File: src/rtl/elevator_pkg.sv
// rtl/elevator_pkg.sv - shared encodings, defaults and helpers for elevator request capture
//
// Purpose: MOVE_DIR encodings, default sizing constants and the debounce
//          counter width helper used by elevator_requests and btn_debounce.
// Ports:   none (package).
package elevator_pkg;

  typedef enum logic [1:0] {
    DIR_IDLE = 2'b00,
    DIR_UP   = 2'b01,
    DIR_DOWN = 2'b10
  } move_dir_e;

  localparam int DEF_BUTTONS_WIDTH   = 6;
  localparam int DEF_DEBOUNCE_CYCLES = 4;

  // Counter must be able to hold the saturation value DEBOUNCE_CYCLES itself.
  function automatic int cnt_width(input int cycles);
    return $clog2(cycles + 1);
  endfunction

endpackage

File: src/rtl/btn_debounce.sv
// rtl/btn_debounce.sv - single-button synchroniser, debounce counter and press pulse
//
// Purpose: 2-FF synchroniser followed by a saturating counter that clears on
//          any low synchronised sample; press pulses once per press.
// Ports:   clk   - system clock
//          reset - synchronous active-low reset
//          raw   - asynchronous button input
//          press - one-cycle pulse, high during the cycle whose rising edge
//                  moves the counter from DEBOUNCE_CYCLES-1 to DEBOUNCE_CYCLES
module btn_debounce
  import elevator_pkg::*;
#(
  parameter int DEBOUNCE_CYCLES = DEF_DEBOUNCE_CYCLES
) (
  input  logic clk,
  input  logic reset,
  input  logic raw,
  output logic press
);

  localparam int CW = cnt_width(DEBOUNCE_CYCLES);
  localparam logic [CW-1:0] CNT_MAX = CW'(DEBOUNCE_CYCLES);

  logic          sync1;
  logic          sync2;
  logic [CW-1:0] cnt;

  always_ff @(posedge clk) begin
    if (!reset) begin
      sync1 <= 1'b0;
      sync2 <= 1'b0;
      cnt   <= '0;
    end else begin
      sync1 <= raw;
      sync2 <= sync1;
      if (!sync2) begin
        cnt <= '0;
      end else if (cnt != CNT_MAX) begin
        cnt <= cnt + 1'b1;
      end
    end
  end

  // Saturation at CNT_MAX means a held button never re-fires until released.
  assign press = sync2 && (cnt == CNT_MAX - 1'b1);

endmodule

File: src/rtl/elevator_requests.sv
// rtl/elevator_requests.sv - debounced cab/hall request latching with floor summaries
//
// Purpose: debounces every cab and hall button, latches presses as pending
//          requests, clears them as floors are served and summarises pending
//          requests relative to the current floor. One instance per car.
// Optional: ELEV_REQ_CANCEL_EN - re-pressing a pending cab button cancels it.
// Ports:   CLK, RESET (sync active-low)
//          BTN_NUM_IN, BTN_UP_OUT, BTN_DOWN_OUT - raw cab / hall up / hall down
//          CURRENT_LEVEL (one-hot), DOOR_OPEN, MOVE_DIR, SERVICE - controller state
//          CAB_PENDING, UP_PENDING, DOWN_PENDING, ACTIVE_LEVELS - request vectors
//          REQ_ABOVE, REQ_BELOW, REQ_HERE, LEVEL_ERR - summaries
module elevator_requests
  import elevator_pkg::*;
#(
  parameter int BUTTONS_WIDTH   = DEF_BUTTONS_WIDTH,
  parameter int DEBOUNCE_CYCLES = DEF_DEBOUNCE_CYCLES
) (
  input  logic                     CLK,
  input  logic                     RESET,
  input  logic [BUTTONS_WIDTH-1:0] BTN_NUM_IN,
  input  logic [BUTTONS_WIDTH-1:0] BTN_UP_OUT,
  input  logic [BUTTONS_WIDTH-1:0] BTN_DOWN_OUT,
  input  logic [BUTTONS_WIDTH-1:0] CURRENT_LEVEL,
  input  logic                     DOOR_OPEN,
  input  logic [1:0]               MOVE_DIR,
  input  logic                     SERVICE,
  output logic [BUTTONS_WIDTH-1:0] CAB_PENDING,
  output logic [BUTTONS_WIDTH-1:0] UP_PENDING,
  output logic [BUTTONS_WIDTH-1:0] DOWN_PENDING,
  output logic [BUTTONS_WIDTH-1:0] ACTIVE_LEVELS,
  output logic                     REQ_ABOVE,
  output logic                     REQ_BELOW,
  output logic                     REQ_HERE,
  output logic                     LEVEL_ERR
);

  localparam int W = BUTTONS_WIDTH;
  // No hall-up button on the top floor, no hall-down button on the ground floor.
  localparam logic [W-1:0] UP_MASK   = ~(W'(1) << (W - 1));
  localparam logic [W-1:0] DOWN_MASK = ~W'(1);

  logic [W-1:0] cab_press, up_press, down_press;
  logic [W-1:0] serve_clr, cab_clr, up_clr, down_clr;
  logic [W-1:0] cab_next, up_next, down_next;
  logic [W-1:0] below_mask, above_mask;
  logic         level_ok;

  for (genvar i = 0; i < W; i++) begin : g_btn
    btn_debounce #(.DEBOUNCE_CYCLES(DEBOUNCE_CYCLES)) u_cab (
      .clk(CLK), .reset(RESET), .raw(BTN_NUM_IN[i]), .press(cab_press[i])
    );
    btn_debounce #(.DEBOUNCE_CYCLES(DEBOUNCE_CYCLES)) u_up (
      .clk(CLK), .reset(RESET), .raw(BTN_UP_OUT[i]), .press(up_press[i])
    );
    btn_debounce #(.DEBOUNCE_CYCLES(DEBOUNCE_CYCLES)) u_down (
      .clk(CLK), .reset(RESET), .raw(BTN_DOWN_OUT[i]), .press(down_press[i])
    );
  end

  assign level_ok = $onehot(CURRENT_LEVEL);

  always_comb begin
    serve_clr = '0;
    if (DOOR_OPEN && level_ok && !SERVICE) begin
      serve_clr = CURRENT_LEVEL;
    end
    // Reserved encoding 11 falls through both tests and behaves as idle.
    cab_clr  = serve_clr;
    up_clr   = (MOVE_DIR != DIR_DOWN) ? serve_clr : '0;
    down_clr = (MOVE_DIR != DIR_UP)   ? serve_clr : '0;

`ifdef ELEV_REQ_CANCEL_EN
    // Toggle: a press on a pending cab bit cancels it, otherwise sets it.
    cab_next  = (CAB_PENDING ^ cab_press) & ~cab_clr;
`else
    cab_next  = (CAB_PENDING | cab_press) & ~cab_clr;
`endif
    up_next   = (UP_PENDING | up_press) & ~up_clr & UP_MASK;
    down_next = (DOWN_PENDING | down_press) & ~down_clr & DOWN_MASK;

    if (SERVICE) begin
      cab_next  = '0;
      up_next   = '0;
      down_next = '0;
    end
  end

  always_ff @(posedge CLK) begin
    if (!RESET) begin
      CAB_PENDING  <= '0;
      UP_PENDING   <= '0;
      DOWN_PENDING <= '0;
    end else begin
      CAB_PENDING  <= cab_next;
      UP_PENDING   <= up_next;
      DOWN_PENDING <= down_next;
    end
  end

  assign ACTIVE_LEVELS = CAB_PENDING | UP_PENDING | DOWN_PENDING;

  // For a one-hot level, subtracting one yields ones on every lower floor.
  assign below_mask = CURRENT_LEVEL - W'(1);
  assign above_mask = ~(below_mask | CURRENT_LEVEL);

  assign LEVEL_ERR = !level_ok;
  assign REQ_ABOVE = level_ok && |(ACTIVE_LEVELS & above_mask);
  assign REQ_BELOW = level_ok && |(ACTIVE_LEVELS & below_mask);
  assign REQ_HERE  = level_ok && |(ACTIVE_LEVELS & CURRENT_LEVEL);

endmodule
File: config.mk
export PLATFORM = sky130hd
export DESIGN_NAME = elevator_requests
export DESIGN_NICKNAME = d
export VERILOG_FILES = /design/src/rtl/elevator_pkg.sv /design/src/rtl/btn_debounce.sv /design/src/rtl/elevator_requests.sv
export SDC_FILE = /design/constraint.sdc
export NUM_CORES = 1
export LEC_CHECK = 0
export ABC_AREA = 0
export CORE_MARGIN = 2
export CORE_UTILIZATION = 30
export CTS_BUF_LIST = sky130_fd_sc_hd__clkbuf_4
export CTS_CLUSTER_SIZE = 24
export DETAILED_ROUTE_END_ITERATION = 8
export MAX_ROUTING_LAYER = met4
export PLACE_DENSITY_LB_ADDON = 0.3
export SYNTH_ARGS = -nofsm -noshare
export SYNTH_HDL_FRONTEND = slang
export SYNTH_SLANG_ARGS = --single-unit
File: constraint.sdc
create_clock -name CLK -period 3.9 [get_ports CLK]
set_clock_uncertainty 0.15 [all_clocks]
set_input_delay 0.39 -clock CLK [delete_from_list [all_inputs] [get_ports CLK]]
set_output_delay 0.39 -clock CLK [all_outputs]
set_load 0.01 [all_outputs]
==> run metrics, run 1 <==
fraction of synthesized cell area taken by the top area cell type=0.4617; most instantiated flip-flop cell in the synthesis netlist=dfxtp_1; layout net count=602; clk sinks=96; Tot GR Track Use=0.1342; number of global-route vias before repair=3196; startpoint of the most critical register-to-register path=g_btn[4].u_cab.cnt[0]$_SDFFE_PN0P_; die boundary height=121.8 um; biggest area consumer among synthesized cells=dfxtp_1; Slew @ Worst Pin=0.7206 ns; sequential cell area fraction in the yosys report=0.4617; post-synthesis sequential element count=96; cell types with the highest counts after synthesis=dfxtp_1 (96), inv_1 (58), ha_1 (55), a21oi_1 (50), nand2_1 (48); Detail Placement HPWL=6802 um; minimum setup slack in the final design=0.1802 ns; Max IR drop VDD=0.0001286 V; class of the worst hold path=in2reg; vias per cell=4.443; clock-pin slew reported for the worst setup and hold paths after clock tree synthesis=around 0.14 ns; total gr overflow=0; aggregate routed wire length=~8900 um; CP startpoint=CURRENT_LEVEL[3]; max-cap violations=0; core region area=13720 um^2; critical path peak fanout=3; number of library cell types mapped by synthesis=26; share of cells above drive strength 1=0.09249; total count of hold-check failures in the final report=0; Max Fclk=268.8 MHz; post-detailed-route wirelength per cell=12.68 um; clk_lat worst skew=0.46 ns; post-placement worst setup slack=-0.5971 ns; Post CTS Setup Buffer Count=0; DRT iter0 DRCs=142; die extent in x=121.8 um; synth-to-layout area growth=24.41%; leakage power figure=1.999 nW; worst-case clock buffer depth=2; placement row count=43; EDFF count, synth=0; top post-synthesis cells by area=dfxtp_1 (46%), ha_1 (17%), a21oi_1 (6.0%); Routability Congestion=0.7760; io pins=58; number of pins exceeding their max-slew limit in the final report=0; maximum number of pins on one net before global-route repair=49; final design instance area without fill=5179 um^2; final critical-path share of the clock period=0.9538; hold_sp=CURRENT_LEVEL[3]; setup violators final=0; Min Clock Period, post-route=3.720 ns; power per unit of standard cell area=340.3 nW/um^2; setup repair after global routing missed its margin=false; gate count after technology mapping=roughly 440; first-pass detailed-route iteration total=4; clock root buffer=clkbuf_4; starting density of the core=0.3034; synthesis warning total=0; TritonCTS clock tree=done; residual antenna-violating net count after detailed routing=0; outcome=completed; count of port buffers added during placement=53; path type of the worst setup path=in2out; initial antenna violation count=0; wire length of the first global-routing pass=around 15000 um; data arrival at the endpoint of the critical path=3.18 ns; placed cell areas=about 5000 um^2; Max H-tree Level=3; crit path capture type=output port; total number of vias=3106; count of cells along the worst hold path=3; Inserted Diodes=0; dominant cell by count in the synthesized netlist=dfxtp_1; syn_area_per_cell=9.418 um^2; depth of the worst register-to-register path=4; DRC=0; CP startpoint kind=input pin; worst-case headroom to the max-slew limit=0.5196; overall power after layout=0.001762 W; share of synthesized registers carrying an async set or reset=0; post-synthesis cell area=4163 um^2; critical path required time=3.36 ns; die area=~15000 um^2; total clock buffers created by CTS=9
## layer usage
layer	vias up	GRT usage	wire length [um]
met1	1451	0.1612	4218
li1	1597	-	-
met4	0	0.05963	150
met2	46	0.2165	4191
met5	-	-	0
met3	12	0.02903	303
## logic make-up after synthesis
family	Yosys count	synth area share
compound gates	72	0.1043
other cells	1	0.0009008
xor+xnor	16	0.03366
flops	96	0.4617
simple gates	131	0.1560
fa+ha+maj	58	0.1797
buf+inv	68	0.06372
## path summary, 6_finish.rpt
kind	to	slack [ns]
max reg2reg	CAB_PENDING[4]$_SDFF_PP0_	2.63
min reg2reg	g_btn[0].u_up.sync2$_SDFF_PN0_	0.28
max	REQ_ABOVE	0.18
min	CAB_PENDING[3]$_SDFF_PP0_	0.27
## registers in the layout (all words and copies together), names as in the netlist
signal	count
CAB_PENDING	6
DOWN_PENDING	5
UP_PENDING	5
g_btn.u_cab.cnt	18
g_btn.u_cab.sync1	6
g_btn.u_cab.sync2	6
g_btn.u_down.cnt	15
g_btn.u_down.sync1	5
g_btn.u_down.sync2	5
g_btn.u_up.cnt	15
g_btn.u_up.sync1	5
g_btn.u_up.sync2	5
## layout by cell type (no fill, tap or decap), types with 3 or more instances in the layout
| cell type | synthesis | layout |
|---|---|---|
| a211oi_1 | 7 | 7 |
| a21oi_1 | 50 | 48 |
| a222oi_1 | 4 | 4 |
| a311oi_1 | 8 | 8 |
| and2_1 | 32 | 32 |
| buf_2 | 2 | 3 |
| buf_4 | 2 | 17 |
| clkbuf_4 | 0 | 10 |
| clkdlybuf4s50_1 | 0 | 46 |
| clkinv_2 | 0 | 3 |
| dfxtp_1 | 96 | 96 |
| fa_1 | 3 | 3 |
| ha_1 | 55 | 55 |
| inv_1 | 58 | 56 |
| nand2_1 | 48 | 48 |
| nand2b_1 | 6 | 5 |
| nand3_1 | 18 | 18 |
| nor2_1 | 16 | 16 |
| or3_1 | 3 | 3 |
| xnor2_1 | 16 | 16 |
## final cells by class
type / instances / area, um^2
Timing Repair Buffer: 70 / 643.1
Clock buffer: 10 / 75.07
Tap cell: 180 / 225.2
Clock inverter: 6 / 83.83
Multi-Input combinational cell: 279 / 2012
Fill cell: 1372 / 8541
Sequential cell: 96 / 1922
Inverter: 58 / 217.7
## power breakdown
group | leakage, nW | internal, W | total (W) | switching (W)
Clock | 0.0901 | 0.000265 | 0.000590 | 0.000324
Sequential | 0.781 | 0.00100 | 0.00101 | 0.0000104
Combinational | 1.13 | 0.0000847 | 0.000161 | 0.0000764
## what timing repair did
item	CTS	global route
pin swaps	1	2
gates cloned	0	0
gates resized for setup	23	2
hold buffers	0	0
endpoints found under the hold margin	0	0
setup endpoints to repair	4	3
## worst max-delay path, stage by stage
cell	delay, ns
dlygate4sd2_1	0.26
inv_1	0.10
fa_1	0.44
fa_1	0.52
inv_1	0.04
ha_1	0.18
fa_1	0.44
nand2b_4	0.16
or2_4	0.25
buf_4	0.15
a21oi_2	0.10
buf_2	0.14
## through the flow
| step | utilization | hold WS [ns] | TNS [ns] | instances |
|---|---|---|---|---|
| 6_report | 0.3775 | 0.2743 | 0 | 699 |
| 5_1_grt | 0.3775 | 0.2550 | 0 | 699 |
| 4_1_cts | 0.3773 | 0.2462 | 0 | 699 |
| 3_5_place_dp | 0.3646 | 0.2669 | -2.109 | 683 |
| 3_3_place_gp | 0.3646 | 0.2648 | -1.925 | 683 |
| 2_1_floorplan | - | 0.2619 | 0 | 443 |
Note: power is estimated with default switching activity, not from simulation.
==> run 2, diff against run 1 <==
--- a/config.mk
+++ b/config.mk
@@ -15,4 +15,5 @@
 export PLACE_DENSITY_LB_ADDON = 0.3
 export SYNTH_ARGS = -nofsm -noshare
 export SYNTH_HDL_FRONTEND = slang
+export SYNTH_HIERARCHICAL = 1
 export SYNTH_SLANG_ARGS = --single-unit
==> constraint.sdc (replaced) <==
create_clock -name CLK -period 4.5 [get_ports CLK]
set_clock_uncertainty 0.15 [all_clocks]
set_input_delay 0.45 -clock CLK [delete_from_list [all_inputs] [get_ports CLK]]
set_output_delay 0.45 -clock CLK [all_outputs]
set_load 0.01 [all_outputs]
==> run 2 against run 1 <==
Effect of this change: critical path depth shrank 3; sequential cell count is the same; largest power group unchanged; combinational power shrank 19%; critical endpoint is now LEVEL_ERR.
==> run metrics, run 2 <==
die extent in x=125.9 um; fill cell instance count of the final layout=1494; depth of the worst register-to-register path=5; DRT iter0 DRCs=between 200 and 250; reg-to-reg critical path endpoint=CAB_PENDING[4]$_SDFF_PP0_; share of synthesized registers carrying an async set or reset=0; wire length of the first global-routing pass=15920 um; EDFF count, synth=0; syn_area_per_cell=9.505 um^2; setup repair after global routing missed its margin=false; post-detailed-route wirelength per cell=13.38 um; class of the worst hold path=reg2reg; footprint of the flip-flops and latches=~1900 um^2; post-synthesis cell area=roughly 4500 um^2; register bank with the most flops=g_btn.u_cab/cnt; total gr overflow=0; starting density of the core=0.3067; TritonCTS clock tree=done; hold buffer count at cts=0; Slew @ Worst Pin=0.9799 ns; largest registers in the final layout=g_btn.u_cab/cnt: 18 flops, g_btn.u_up/cnt: 15 flops, g_btn.u_down/cnt: 15 flops; DRC=0; data arrival at the endpoint of the critical path=about 3.7 ns; power per unit of standard cell area=267.9 nW/um^2; Max H-tree Level=3; number of pins exceeding their max-slew limit in the final report=0; core region area=14530 um^2; die area=between 15000 and 20000 um^2; maximum number of pins on one net before global-route repair=49; count of port buffers added during placement=53; synth-to-layout area growth=20.91%; footprint of the multi-input gates=about 2300 um^2; total number of vias=3423; clk_lat worst skew=between 0.4 and 0.5 ns; setup violators final=0; commonest cells after routing, fill and taps aside=dfxtp_1 (96), inv_1 (59), ha_1 (55); Min Clock Period, post-route=4.264 ns; biggest area consumer among synthesized cells=dfxtp_1; gate count after technology mapping=469; Routability Congestion=0.8159; cell breakdown of the critical path=clkdlybuf4s50_1 > inv_1 > fa_1 > fa_1 > inv_1 > ha_1 > fa_1 > or3b_4 > clkdlybuf4s50_1; master of the slowest instance on the critical path=clkdlybuf4s50_1; worst-case headroom to the max-slew limit=0.3454; aggregate routed wire length=9737 um; final critical-path share of the clock period=0.9475; number of global-route vias before repair=3339; vias per cell=around 4.7; number of library cell types mapped by synthesis=27; critical path peak fanout=5; initial antenna violation count=1; count of cells along the worst hold path=1; first-pass detailed-route iteration total=4; most prevalent standard cell on the critical path=fa_1; crit path capture type=output port; path type of the worst setup path=in2out; layout net count=626; io pins=58; placement row count=44; cell types with the highest counts after synthesis=dfxtp_1 (96), inv_1 (59), ha_1 (55), a21oi_1 (50), and2_1 (48); clock-pin slew reported for the worst setup and hold paths after clock tree synthesis=0.13 ns; synthesis warning total=6; Post CTS Setup Buffer Count=0; Max Fclk=about 230 MHz; share of cells above drive strength 1=0.07919; clk sinks=96; outcome=completed; setup TNS=0 ns; residual antenna-violating net count after detailed routing=0; most common cell after layout, fill and taps aside=dfxtp_1; number of flip-flops in the largest register=18; critical path required time=approximately 3.9 ns; placed cell areas=around 5300 um^2; CP startpoint=CURRENT_LEVEL[0]; post-synthesis sequential element count=96; Worst path max stage delay=0.51 ns; dominant cell by count in the synthesized netlist=dfxtp_1; total clock buffers created by CTS=9; total count of hold-check failures in the final report=0; final design instance area without fill=about 5400 um^2; Tot GR Track Use=0.1303; leakage power figure=2.256 nW; max-cap violations=0; Max IR drop VDD=0.0001387 V; top post-synthesis cells by area=dfxtp_1 (43%), ha_1 (15%), and2_1 (6.7%); worst-case clock buffer depth=2; startpoint of the most critical register-to-register path=g_btn[4].u_cab/cnt[0]$_SDFFE_PN0P_; CP startpoint kind=input pin; most instantiated flip-flop cell in the synthesis netlist=dfxtp_1; Endpoint, Worst Hold=g_btn[4].u_up/sync2$_SDFF_PN0_; Detail Placement HPWL=7461 um; die boundary height=125.9 um; worst-case register-to-register setup slack=between 3 and 4 ns; clock root buffer=clkbuf_4; hold_sp=g_btn[4].u_up/sync1$_SDFF_PN0_; final core occ=0.3709; sequential cell area fraction in the yosys report=0.4311; fraction of synthesized cell area taken by the top area cell type=0.4311
run 2: cell count changes in the layout (fill, tap and decap cells not counted), sizes merged, moves of 16 or more:
cell   previous run  this run
o21ai             0        16
a21bo             0        16
a21o              0        16
xnor2            16         0
a21oi            50        66
nand3            18        34
and2             32        48
run 2: power by group:
part	internal [W]	switching [W]	total [W]
clock network	0.000168	0.000270	0.000438
registers	0.000868	0.00000878	0.000876
logic	0.0000651	0.0000651	0.000130
total	0.00110	0.000343	0.00144
run 2: worst max-delay path by stage:
stage	to	slack [ns]
detailed placement	REQ_BELOW	-0.03
floorplan	REQ_BELOW	1.02
global route	LEVEL_ERR	0.12
CTS	REQ_BELOW	0.006
finish	LEVEL_ERR	0.24
global placement	REQ_BELOW	0.04
run 2: what timing repair did:
item / 4_1_cts / 5_1_grt
resized for setup: 1 / 3
endpoints found under the setup margin: 2 / 3
hold endpoints to repair: 0 / 0
run 2: cell families after synthesis:
logic type               after synthesis  share of synthesized area
AND/OR/NAND/NOR                      130                     0.1617
AO/OA/AOI/OAI                        121                     0.1822
flip-flops                            96                     0.4311
buffers and inverters                 63                    0.05641
adder cells (fa/ha/maj)               58                     0.1678
other                                  1                  0.0008412
run 2: critical path, delay by kind of cell:
family	cells	cell delay, ns
simple gates	1	0.44
fa+ha+maj	4	1.61
buf+inv	4	1.14
run 2: area by class of cell:
type                            instances  share of cell area
Inverter                               59             0.04109
Tap cell                              184             0.04271
Multi-Input combinational cell        311              0.4250
Antenna cell                            1           0.0004643
Clock buffer                           10             0.01393
Timing Repair Buffer                   61              0.1110
Sequential cell                        96              0.3565
Clock inverter                          6            0.009285
run 2: through the flow:
step | cells | worst slack (ns) | power [W] | hold WS (ns)
after floorplan | 470 | 1.018 | 0.0009629 | 0.2618
after global placement | 711 | 0.04392 | 0.001016 | 0.2677
after detailed placement | 711 | -0.03220 | 0.001023 | 0.2707
after CTS | 727 | 0.006220 | 0.001477 | 0.3023
after global routing | 728 | 0.1235 | 0.001523 | 0.3216
final | 728 | 0.2364 | 0.001444 | 0.2984
run 2: per-layer routing:
layer	share of wire	vias to the layer above	GRT usage
met5	0	-	-
met4	0.012	0	0.03878
met3	0.060	7	0.03823
met2	0.49	80	0.2185
met1	0.44	1614	0.1511
li1	-	1722	-
